[src/rtl/dma_peripheral_endpoint.sv]
// Device-side responder for one 8237 DMA channel: raises DREQ, answers DACK-qualified
// IOR/IOW strobes and stops on EOP, with a byte FIFO between the device port and the bus.
module dma_peripheral_endpoint #(
    parameter int FIFO_DEPTH    = 16,
    parameter int REQ_THRESHOLD = 1
) (
    input  logic                         clock,
    input  logic                         reset_n,
    input  logic                         enable,
    input  logic                         direction,
    input  logic                         tc_clear,
    input  logic [7:0]                   dev_in_data,
    input  logic                         dev_in_valid,
    output logic                         dev_in_ready,
    output logic [7:0]                   dev_out_data,
    output logic                         dev_out_valid,
    input  logic                         dev_out_ready,
    output logic                         dma_request,
    input  logic                         dma_acknowledge,
    input  logic                         io_read_n,
    input  logic                         io_write_n,
    input  logic                         end_of_process_n,
    input  logic [7:0]                   data_bus_in,
    output logic [7:0]                   data_bus_out,
    output logic                         terminal_count,
    output logic                         underrun,
    output logic                         overrun,
    output logic [$clog2(FIFO_DEPTH):0]  fifo_level,
    output logic [2:0]                   dbg_state
);
    localparam int AW = $clog2(FIFO_DEPTH);
    localparam int LW = AW + 1;

    typedef enum logic [2:0] {
        S_IDLE     = 3'd0,
        S_ARMED    = 3'd1,
        S_REQUEST  = 3'd2,
        S_TRANSFER = 3'd3,
        S_DONE     = 3'd4
    } state_t;

    state_t          r_state, w_next;
    logic            r_enable_d, r_dir, r_strobe_d, r_eop_seen, r_strobe_empty;
    logic            r_dreq, r_tc, r_underrun, r_overrun;
    logic [7:0]      r_capture;
    logic [7:0]      r_mem [FIFO_DEPTH];
    logic [AW-1:0]   r_wr_ptr, r_rd_ptr;
    logic [LW-1:0]   r_level;

    logic            w_active, w_strobe, w_strobe_end, w_empty, w_full;
    logic            w_dev_push, w_dev_pop, w_bus_push, w_bus_pop, w_push, w_pop;
    logic            w_eop_end;
    logic [7:0]      w_head, w_push_data;
    logic [LW-1:0]   w_level_next;

    // DREQ condition: enough data to read (device->memory) or enough room to write.
    function automatic logic f_cond(input logic dir, input logic [LW-1:0] lvl);
        if (dir)
            return (LW'(FIFO_DEPTH) - lvl) >= LW'(REQ_THRESHOLD);
        return lvl >= LW'(REQ_THRESHOLD);
    endfunction

    assign w_active     = (r_state != S_IDLE);
    assign w_strobe     = w_active & dma_acknowledge & ~(r_dir ? io_write_n : io_read_n);
    assign w_strobe_end = w_active & r_strobe_d & ~w_strobe;
    assign w_empty      = (r_level == '0);
    assign w_full       = (r_level == LW'(FIFO_DEPTH));
    assign w_head       = r_mem[r_rd_ptr];

    // Device port handshake: a byte moves on any cycle where valid and ready are both high.
    assign dev_in_ready  = w_active & enable & ~r_dir & ~w_full;
    assign dev_out_valid = w_active & enable & r_dir & ~w_empty;
    assign dev_out_data  = w_head;
    assign w_dev_push    = dev_in_valid & dev_in_ready;
    assign w_dev_pop     = dev_out_valid & dev_out_ready;

    // A read strobe that ever saw an empty FIFO returned 0x00, so it must not consume a byte.
    assign w_bus_pop    = ~r_dir & w_strobe_end & ~r_strobe_empty & ~w_empty;
    assign w_bus_push   = r_dir & w_strobe_end & ~w_full;
    assign w_push       = w_dev_push | w_bus_push;
    assign w_pop        = w_bus_pop | w_dev_pop;
    assign w_push_data  = r_dir ? r_capture : dev_in_data;
    assign w_level_next = r_level + LW'(w_push) - LW'(w_pop);
    assign w_eop_end    = (r_state == S_TRANSFER) & w_strobe_end & r_eop_seen;

    assign data_bus_out   = (w_strobe & ~r_dir & ~w_empty) ? w_head : 8'h00;
    assign dma_request    = r_dreq;
    assign terminal_count = r_tc;
    assign underrun       = r_underrun;
    assign overrun        = r_overrun;
    assign fifo_level     = r_level;
    assign dbg_state      = r_state;

    always_comb begin
        w_next = r_state;
        if (!enable) begin
            w_next = S_IDLE;
        end else begin
            case (r_state)
                S_IDLE:     if (!r_enable_d) w_next = S_ARMED;
                S_ARMED:    if (f_cond(r_dir, r_level)) w_next = S_REQUEST;
                S_REQUEST:  if (w_strobe) w_next = S_TRANSFER;
                S_TRANSFER: begin
                    if (w_strobe_end) begin
                        if (r_eop_seen)
                            w_next = S_DONE;
                        else if (f_cond(r_dir, w_level_next))
                            w_next = S_REQUEST;
                        else
                            w_next = S_ARMED;
                    end
                end
                S_DONE:     if (tc_clear) w_next = S_ARMED;
                default:    w_next = S_IDLE;
            endcase
        end
    end

    always_ff @(posedge clock) begin
        if (w_push)
            r_mem[r_wr_ptr] <= w_push_data;
    end

    always_ff @(posedge clock or negedge reset_n) begin
        if (!reset_n) begin
            r_state        <= S_IDLE;
            r_enable_d     <= 1'b0;
            r_dir          <= 1'b0;
            r_strobe_d     <= 1'b0;
            r_eop_seen     <= 1'b0;
            r_strobe_empty <= 1'b0;
            r_dreq         <= 1'b0;
            r_tc           <= 1'b0;
            r_underrun     <= 1'b0;
            r_overrun      <= 1'b0;
            r_capture      <= 8'h00;
            r_wr_ptr       <= '0;
            r_rd_ptr       <= '0;
            r_level        <= '0;
        end else begin
            r_state    <= w_next;
            r_enable_d <= enable;
            r_strobe_d <= w_strobe;
            r_dreq     <= (w_next == S_REQUEST) || (w_next == S_TRANSFER);
            if (r_state == S_IDLE && enable && !r_enable_d)
                r_dir <= direction;
            if (w_strobe)
                r_capture <= data_bus_in;

            if (w_strobe_end)
                r_eop_seen <= 1'b0;
            else if (w_strobe && !end_of_process_n)
                r_eop_seen <= 1'b1;

            if (w_strobe_end)
                r_strobe_empty <= 1'b0;
            else if (w_strobe && !r_dir && w_empty)
                r_strobe_empty <= 1'b1;

            if (r_state == S_IDLE) begin
                r_wr_ptr <= '0;
                r_rd_ptr <= '0;
                r_level  <= '0;
            end else begin
                if (w_push) r_wr_ptr <= r_wr_ptr + 1'b1;
                if (w_pop)  r_rd_ptr <= r_rd_ptr + 1'b1;
                r_level <= w_level_next;
            end

            // Setting events take priority over a simultaneous tc_clear.
            if (w_eop_end)
                r_tc <= 1'b1;
            else if (tc_clear)
                r_tc <= 1'b0;

            if (w_strobe && !r_dir && w_empty)
                r_underrun <= 1'b1;
            else if (tc_clear)
                r_underrun <= 1'b0;

            if (r_dir && w_strobe_end && w_full)
                r_overrun <= 1'b1;
            else if (tc_clear)
                r_overrun <= 1'b0;
        end
    end
endmodule

[config.mk]
export PLATFORM = sky130hd
export DESIGN_NAME = dma_peripheral_endpoint
export DESIGN_NICKNAME = d
export VERILOG_FILES = /design/src/rtl/dma_peripheral_endpoint.sv
export SDC_FILE = /design/constraint.sdc
export NUM_CORES = 1
export LEC_CHECK = 0
export CORE_AREA = 10 10 149 151
export CTS_CLUSTER_SIZE = 14
export DETAILED_ROUTE_END_ITERATION = 8
export DIE_AREA = 0 0 159 161
export PLACE_DENSITY = 0.59
export SLEW_MARGIN = 25
export SYNTH_ARGS = -nofsm -noshare
export SYNTH_HDL_FRONTEND = slang
export SYNTH_SLANG_ARGS = --single-unit
export TNS_END_PERCENT = 100
[constraint.sdc]
create_clock -name clock -period 7.32 [get_ports clock]
set_clock_uncertainty 0.1 [all_clocks]
set_input_delay 2.196 -clock clock [delete_from_list [all_inputs] [get_ports clock]]
set_output_delay 2.196 -clock clock [all_outputs]
set_load 0.02 [all_outputs]
# After elaboration in Yosys (flattened, before gate mapping)
# Memory sizes are Yosys's and may differ from the RTL's.
# Cells that the tools add are included.
[totals]
n_memories = 1
mem_bits_rw = 128
output_inout_bits = 30
ff_bits = 33
in_bits = 27
[op_classes]
order_cmp = 4
reduce_logical = 21
n_bitwise = 28
n_addsub = 6
n_mux = 44
n_eq_ne = 7
[memory_table]
columns = ["memory", "depth", "width", "rd", "rd_clocked_by_memory_dff", "wr", "line", "text"]
rows = [
  ["r_mem", 16, 8, 1, 0, 1, "46", "logic [7:0] r_mem [FIFO_DEPTH];"],
]
[ops]
columns = ["operator", "n"]
rows = [
  ["$mux W1", 28],
  ["$mux W3", 7],
  ["$and A1 B1 Y1", 20],
  ["$ge A5 B1 Y1 const B", 4],
  ["$mux W4", 4],
  ["$mux W8", 2],
  ["$pmux W3 S5", 1],
  ["$reduce_bool A2 Y1", 7],
  ["$eq A3 B2 Y1 const B", 4],
  ["$sub A5 B5 Y5 const A", 2],
  ["$add A4 B1 Y4 const B", 2],
  ["$logic_and A1 B1 Y1", 7],
  ["$not A1 Y1", 6],
  ["$add A5 B1 Y5", 1],
  ["$eq A5 B5 Y1 const B", 1],
  ["$logic_not A5 Y1", 1],
  ["$mux W5", 1],
  ["$sub A5 B1 Y5", 1],
  ["$eq A3 B1 Y1 const B", 1],
  ["$eq A3 B3 Y1 const B", 1],
  ["$logic_not A1 Y1", 3],
  ["$logic_not A3 Y1", 1],
  ["$reduce_bool A3 Y1", 1],
  ["$mux W2", 1],
  ["2 further kinds", 3],
]

# Logic depth before layout (Yosys ltp)
# Gate-level depths: netlist of the first run.
[depth]
word_depth = 25
ltp_mapped = 19
depth_no_buf = 19

# Least setup slack after synthesis of the first run
# OpenSTA, ideal clock, no wires.
[synth_timing]
path_kind = "input to register"
startpoint = "in io_write_n"
endpoint = "reg r_state[1] (netlist: dbg_state[1])"
cell_stages = 16
setup_slack_ns = 1.587
arrival_time_ns = 5.515
setup_ns = 0.118
cell_sequence = "mux2i_1 > a2111o_1 > a21oi_4 > ha_1 > inv_1 > ha_1 > inv_1 > fa_1 > inv_1 > ha_1 > or4b_1 > nor2_1 > o2111ai_1 > o21ai_1 > nand3_2 > a21o_1"
[synth_between]
elab_chain_len = 23
[synth_rtl]
columns = ["item", "line", "text"]
rows = [
  ["start, declared", "21", "input logic io_write_n,"],
  ["$mux W1 (*)", "64", "assign w_strobe = w_active & dma_acknowledge & ~(r_dir ? io_write_n : io_read_n);"],
  ["$not A1 Y1 (*)", "64", ""],
  ["$and A1 B1 Y1 (*)", "64", ""],
  ["$not A1 Y1", "65", "assign w_strobe_end = w_active & r_strobe_d & ~w_strobe;"],
  ["$and A1 B1 Y1", "65", ""],
  ["$and A1 B1 Y1, on equally long branches (2 in a row)", "79, 78", ""],
  ["$or A1 B1 Y1 or $and A1 B1 Y1 (tied branches)", "80, 78", ""],
  ["$add A5 B1 Y5 or $or A1 B1 Y1 (tied branches)", "83, 81", ""],
  ["[7 not listed]", "--", ""],
  ["$mux W1", "99", "case (r_state)"],
  ["$mux W1", "96", "if (!enable) begin"],
  ["$mux W2", "107", "else if (f_cond(r_dir, w_level_next))"],
  ["$mux W3", "105", "if (r_eop_seen)"],
  ["$mux W3", "104", "if (w_strobe_end) begin"],
  ["$pmux W3 S5 (*)", "99", ""],
  ["$mux W3 (*)", "96", ""],
  ["named net w_next[1]", "42", "state_t r_state, w_next;"],
  ["end signal, assigned", "141", "r_state <= w_next;"],
  ["end, declared", "42", ""],
]
# Mark *: on every way through the listed nets, which the timed path passes. The rest lies on a longest branch. The select of a mux whose other input is x is not followed.
# A chain may end at the register's enable or synchronous reset.

# Worst setup path after layout of the first run
[layout_timing]
startpoint = "in io_write_n"
endpoint = "out data_bus_out[1]"
[layout_between]
elab_chain_len = 6
[layout_rtl]
columns = ["item", "line", "text"]
rows = [
  ["$mux W1", "64", ""],
  ["$not A1 Y1", "64", ""],
  ["$and A1 B1 Y1", "64", ""],
  ["$and A1 B1 Y1 (2 in a row)", "86", "assign data_bus_out = (w_strobe & ~r_dir & ~w_empty) ? w_head : 8'h00;"],
  ["$mux W8", "86", ""],
  ["end, declared", "24", "output logic [7:0] data_bus_out,"],
]
# No other way between the ends.

==> results of run 1 <==
==> flip-flops by register name, summed over array words and instances, names as in the netlist <==
signal          cells
r_mem             128
r_capture           8
fifo_level          5
r_rd_ptr            4
r_wr_ptr            4
dbg_state           3
dma_request         1
overrun             1
r_dir               1
r_enable_d          1
r_eop_seen          1
r_strobe_d          1
r_strobe_empty      1
terminal_count      1
underrun            1
==> worst max path at each step <==
stage | endpoint | cells past startpoint
after floorplan | dbg_state[1] | 16
after global placement | data_bus_out[7] | 7
after detailed placement | data_bus_out[1] | 7
after CTS | data_bus_out[1] | 7
after global routing | data_bus_out[6] | 7
final | data_bus_out[1] | 7
==> routing by layer <==
metal  up-vias  global-route usage [%]  part of all wire, %
li1       1949                       -                    -
met1      2116                    15.6                   44
met2        97                    21.0                   50
met3        20                    3.56                  4.5
met4         0                    3.45                  1.2
met5         -                       0                    0
==> final cells by class <==
class / instances / area share, %
Sequential cell: 161 / 54.3
Multi-Input combinational cell: 277 / 27.3
Timing Repair Buffer: 63 / 7.13
Clock buffer: 17 / 4.94
Tap cell: 265 / 3.85
Clock inverter: 15 / 1.38
Inverter: 24 / 1.05
Antenna cell: 1 / 0.0291
==> cell usage in the layout, fill, tap and decap left out, drive strengths merged, types with 3 or more instances in the layout <==
| cell type | count |
|---|---|
| a21oi | 7 |
| nand2 | 41 |
| nand3 | 6 |
| a211oi | 3 |
| ha | 23 |
| clkinv | 8 |
| mux2i | 36 |
| a22oi | 8 |
| mux2 | 9 |
| a221oi | 16 |
| xor2 | 4 |
| xnor2 | 7 |
| nor2 | 17 |
| clkdlybuf4s50 | 56 |
| mux4 | 16 |
| and2 | 26 |
| inv | 26 |
| nand4 | 3 |
| nor3 | 5 |
| nor3b | 4 |
| o21ai | 16 |
| a21o | 3 |
| buf | 7 |
| dfrtp | 33 |
| clkbuf | 17 |
| clkinvlp | 4 |
| edfxtp | 128 |
==> cells by family (layout without fill, tap and decap cells) <==
family | after synthesis | count (layout) | share of synthesized area (%)
buf+inv | 45 | 119 | 2.60
compound gates | 65 | 65 | 6.82
other cells | 0 | 1 | 0
flops | 161 | 161 | 64.8
fa+ha+maj | 24 | 24 | 4.27
xor+xnor | 11 | 11 | 1.54
mux | 61 | 61 | 11.4
simple gates | 116 | 116 | 8.59
==> stage by stage <==
step | worst slack (ps) | util [%] | power (mW)
floorplan | 1590 | - | 1.60
global placement | 830 | 42.0 | 1.79
detailed placement | 722 | 42.0 | 1.81
CTS | 720 | 44.8 | 2.62
global route | 608 | 44.8 | 2.72
finish | 719 | 44.8 | 2.60
==> where the power goes <==
group	leakage, nW	switching [mW]	internal, mW
clock network	0.258	0.354	0.463
logic	1.13	0.356	0.220
registers	1.59	0.0626	1.15
total	2.98	0.772	1.83
==> critical path: stages <==
cell             delay (ps)
clkdlybuf4s50_1         420
mux2i_1                 350
nand3_1                 160
nor3_1                  210
buf_4                   210
and2_1                  140
clkdlybuf4s50_1         610
==> results.json, run 1 <==
{
  "ctsHoldBuffers": 0,
  "drt_first_pass_iters": 5,
  "min_period_over_period_pct": 90.2,
  "initial_core_util_pct": 37.5,
  "reg2reg_depth": 16,
  "critPathKind": "in -> out",
  "grt_usage_pct": 12.6,
  "drive_gt1_share_pct": 14.2,
  "fillers": 1707,
  "rows": 51,
  "rsz0062_at_grt": "false",
  "ys_top_cells_by_count": "edfxtp_1 (128), nand2_1 (41), mux2i_1 (36), dfrtp_1 (33), and2_1 (26)",
  "place.gp.congestion": 0.838,
  "cp.required_ps": 5020,
  "grt-ovfl-total": 0,
  "seq_area_mm2": 0.00467,
  "tightestPinTransition_ps": 958,
  "die_height_um": 161,
  "leakage_nw": 2.98,
  "drv_cap": 0,
  "synth-async-reset-ratio_pct": 20.5,
  "antenna_found_initial": 0,
  "core_mm2": 0.0192,
  "synthCells": 483,
  "yosys.area.top_type": "edfxtp_1",
  "slew_headroom_pct": 35.8,
  "setup.worst_path.start": "io_write_n",
  "r2r_setup_slack_ps": 2300,
  "hold_start": "r_capture[1]",
  "worst-path-max-fanout": 9,
  "hold_viol_final": 0,
  "cts_resized": 0,
  "status": "finished clean",
  "setup_violations": 0,
  "area_growth_pct": 19.4,
  "final_area_mm2": 0.00860,
  "cts_made_buffers": 17,
  "yosysWarnings": 0,
  "htreeDepth": 4,
  "clockBufferDepth": 2,
  "hold_depth": 2,
  "synthesis.area_mm2": 0.00721,
  "cts_setup_buffers": 0,
  "grt_max_degree": 34,
  "yosysTopAreaCellShare_pct": 53.3,
  "wirelength_um": 15800,
  "clk_latency_ps": 420,
  "yosysMostFrequentCell": "edfxtp_1",
  "dp.cells": 790,
  "avgSynthCellArea_um2": 14.9,
  "cts.clk_slew.worst_paths_ps": 60,
  "setup_tns_ps": 0,
  "final_antenna_net_count": 0,
  "start_kind": "primary input",
  "ys_seq_area_share_pct": 64.8,
  "synth_cell_types": 58,
  "drc": 0,
  "pin_count": 57,
  "powerDensity_mw_per_mm2": 302,
  "grt_pass1_vias": 4437,
  "cts_tree": "done",
  "min_to": "r_capture[1]",
  "multi_input_area_mm2": 0.00235,
  "io_buffers": 56,
  "die_w_um": 159,
  "grt_pass1_wl_um": 25100,
  "r2r-start": "r_dir",
  "clkSinkCount": 161,
  "dpl_cell_area_mm2": 0.00806,
  "hold_class": "reg -> reg",
  "drt_iter0_drc": 307,
  "ir_worst_vdd_uv": 179,
  "via_count": 4182,
  "synthTopCellsByArea": "edfxtp_1 (53%), dfrtp_1 (11%), mux2i_1 (5.0%), mux4_2 (5.0%), ha_1 (4.0%)",
  "die-area_mm2": 0.0256,
  "reg2reg_to": "dma_request",
  "final_cells": 823,
  "final_nets": 595,
  "dp_hpwl_um": 11000,
  "worstSetupEndpointType": "output pin",
  "synth_fp_nets": 534,
  "wl_per_cell_um": 19.2,
  "clockRootBuffer": "clkbuf_16",
  "cp_data_arrival_time_ps": 4310,
  "min_period_ps": 6600,
  "routed_via_density": 5.08,
  "slew_viol_final": 0,
  "synth_edf_count": 128,
  "timing.hold.ws_ps": 379,
  "fmax_mhz": 151,
  "yosys_register_bits": 161,
  "synth_flop_cell": "edfxtp_1"
}
Power figures use the tool's default switching activity.
==> inputs of run 2 (changes only) <==
Settings changed: CORE_AREA 10 10 149 151 to 5 5 144 146, DIE_AREA 0 0 159 161 to 0 0 149 151.
==> results.json, run 2 (synthesis results as in run 1) <==
{
  "clockRootBuffer": "clkbuf_16",
  "clockBufferDepth": 2,
  "layout_common_cells": "edfxtp_1 (128), clkdlybuf4s50_1 (56), nand2_1 (41)",
  "grt_max_degree": 43,
  "htreeDepth": 4,
  "die_w_um": 149,
  "leakage_nw": 2.96,
  "cts_resized": 0,
  "cp.required_ps": 5020,
  "grt-ovfl-total": 0,
  "antenna_found_initial": 0,
  "via_count": 4186,
  "start_kind": "primary input",
  "min_period_ps": 6870,
  "wl_per_cell_um": 19.0,
  "cts_setup_buffers": 0,
  "area_growth_pct": 18.8,
  "pin_count": 57,
  "ir_worst_vdd_uv": 169,
  "setup_tns_ps": 0,
  "cts_tree": "done",
  "final_antenna_net_count": 0,
  "critPathKind": "in -> out",
  "drc": 0,
  "initial_core_util_pct": 37.4,
  "cts.clk_slew.worst_paths_ps": 60,
  "io_buffers": 56,
  "final_nets": 594,
  "grt_pass1_wl_um": 24800,
  "die-area_mm2": 0.0225,
  "clk_latency_ps": 420,
  "grt_usage_pct": 14.6,
  "status": "finished clean",
  "die_height_um": 151,
  "top_register": "r_mem",
  "final_cells": 820,
  "dp_hpwl_um": 10600,
  "fmax_mhz": 145,
  "rsz0062_at_grt": "false",
  "cts_made_buffers": 17,
  "worst-path-max-fanout": 12,
  "drive_gt1_share_pct": 13.9,
  "ctsHoldBuffers": 0,
  "multi_input_area_mm2": 0.00235,
  "drt_first_pass_iters": 5,
  "worstSetupEndpointType": "output pin",
  "grt_pass1_vias": 4401,
  "drv_cap": 0,
  "routed_via_density": 5.10,
  "cp_data_arrival_time_ps": 4580,
  "slew_headroom_pct": 38.2,
  "wirelength_um": 15600,
  "min_period_over_period_pct": 93.9,
  "largest_register_ffs": 128,
  "slew_viol_final": 0,
  "setup_violations": 0,
  "fillers": 1730,
  "n_antenna_cell": 0,
  "final_common_cell": "edfxtp_1",
  "dp.cells": 789,
  "seq_area_mm2": 0.00467,
  "clkSinkCount": 161,
  "tightestPinTransition_ps": 923,
  "drt_iter0_drc": 224,
  "r2r_setup_slack_ps": 2320,
  "powerDensity_mw_per_mm2": 300,
  "core_mm2": 0.0193,
  "rows": 51,
  "hold_class": "reg -> reg",
  "place.gp.congestion": 0.792,
  "hold_viol_final": 0
}
-- run 2: final cells by class --
type / instances / share of cell area [%]
clock buffers: 17 / 4.96
repair buffers: 62 / 7.07
flip-flops and latches: 161 / 54.5
clock inverters: 14 / 1.08
inverters: 24 / 1.05
well taps: 265 / 3.87
multi-input cells: 277 / 27.5
-- run 2: where the power goes --
part	switching, mW	internal, mW
Clock	0.351	0.429
Combinational	0.361	0.220
Sequential	0.0617	1.15
-- run 2: worst paths after layout --
kind	endpoint	depth (start not counted)	from
worst max register to register	dbg_state[1]	16	r_dir
worst min-delay path	r_capture[6]	2	r_capture[6]
min in group asynchronous	r_strobe_empty	2	reset_n
max in group asynchronous	r_rd_ptr[0]	2	reset_n
worst min register to register	r_capture[6]	2	r_capture[6]
worst max-delay path	data_bus_out[6]	8	io_write_n
-- run 2: critical path, stage by stage --
cell             delay (ps)
clkdlybuf4s50_1         420
mux2i_1                 320
nand3_1                 120
buf_4                   200
nor3_1                  370
buf_4                   230
and2_1                  120
clkdlybuf4s50_1         600
-- run 2: routing by layer --
metal	track usage [%]	part of all wire, %	wire length [um]	vias to the layer above
met1	19.5	46	7120	2149
met2	24.4	50	7850	75
met5	0	0	0	-
met4	3.30	0.80	125	0
met3	3.59	3.1	490	12
li1	-	-	-	1950
-- run 2: stage by stage --
stage | setup slack (ps) | utilization [%] | hold WS (ps) | instance area [um2] | power [mW]
finish | 445 | 44.5 | 372 | 8570 | 2.57
CTS | 448 | 44.5 | 373 | 8570 | 2.60
global placement | 473 | 41.8 | 357 | 8050 | 1.79
detailed placement | 449 | 41.8 | 357 | 8050 | 1.81
global route | 291 | 44.5 | 404 | 8570 | 2.70
floorplan | 1590 | - | 340 | 7210 | 1.60
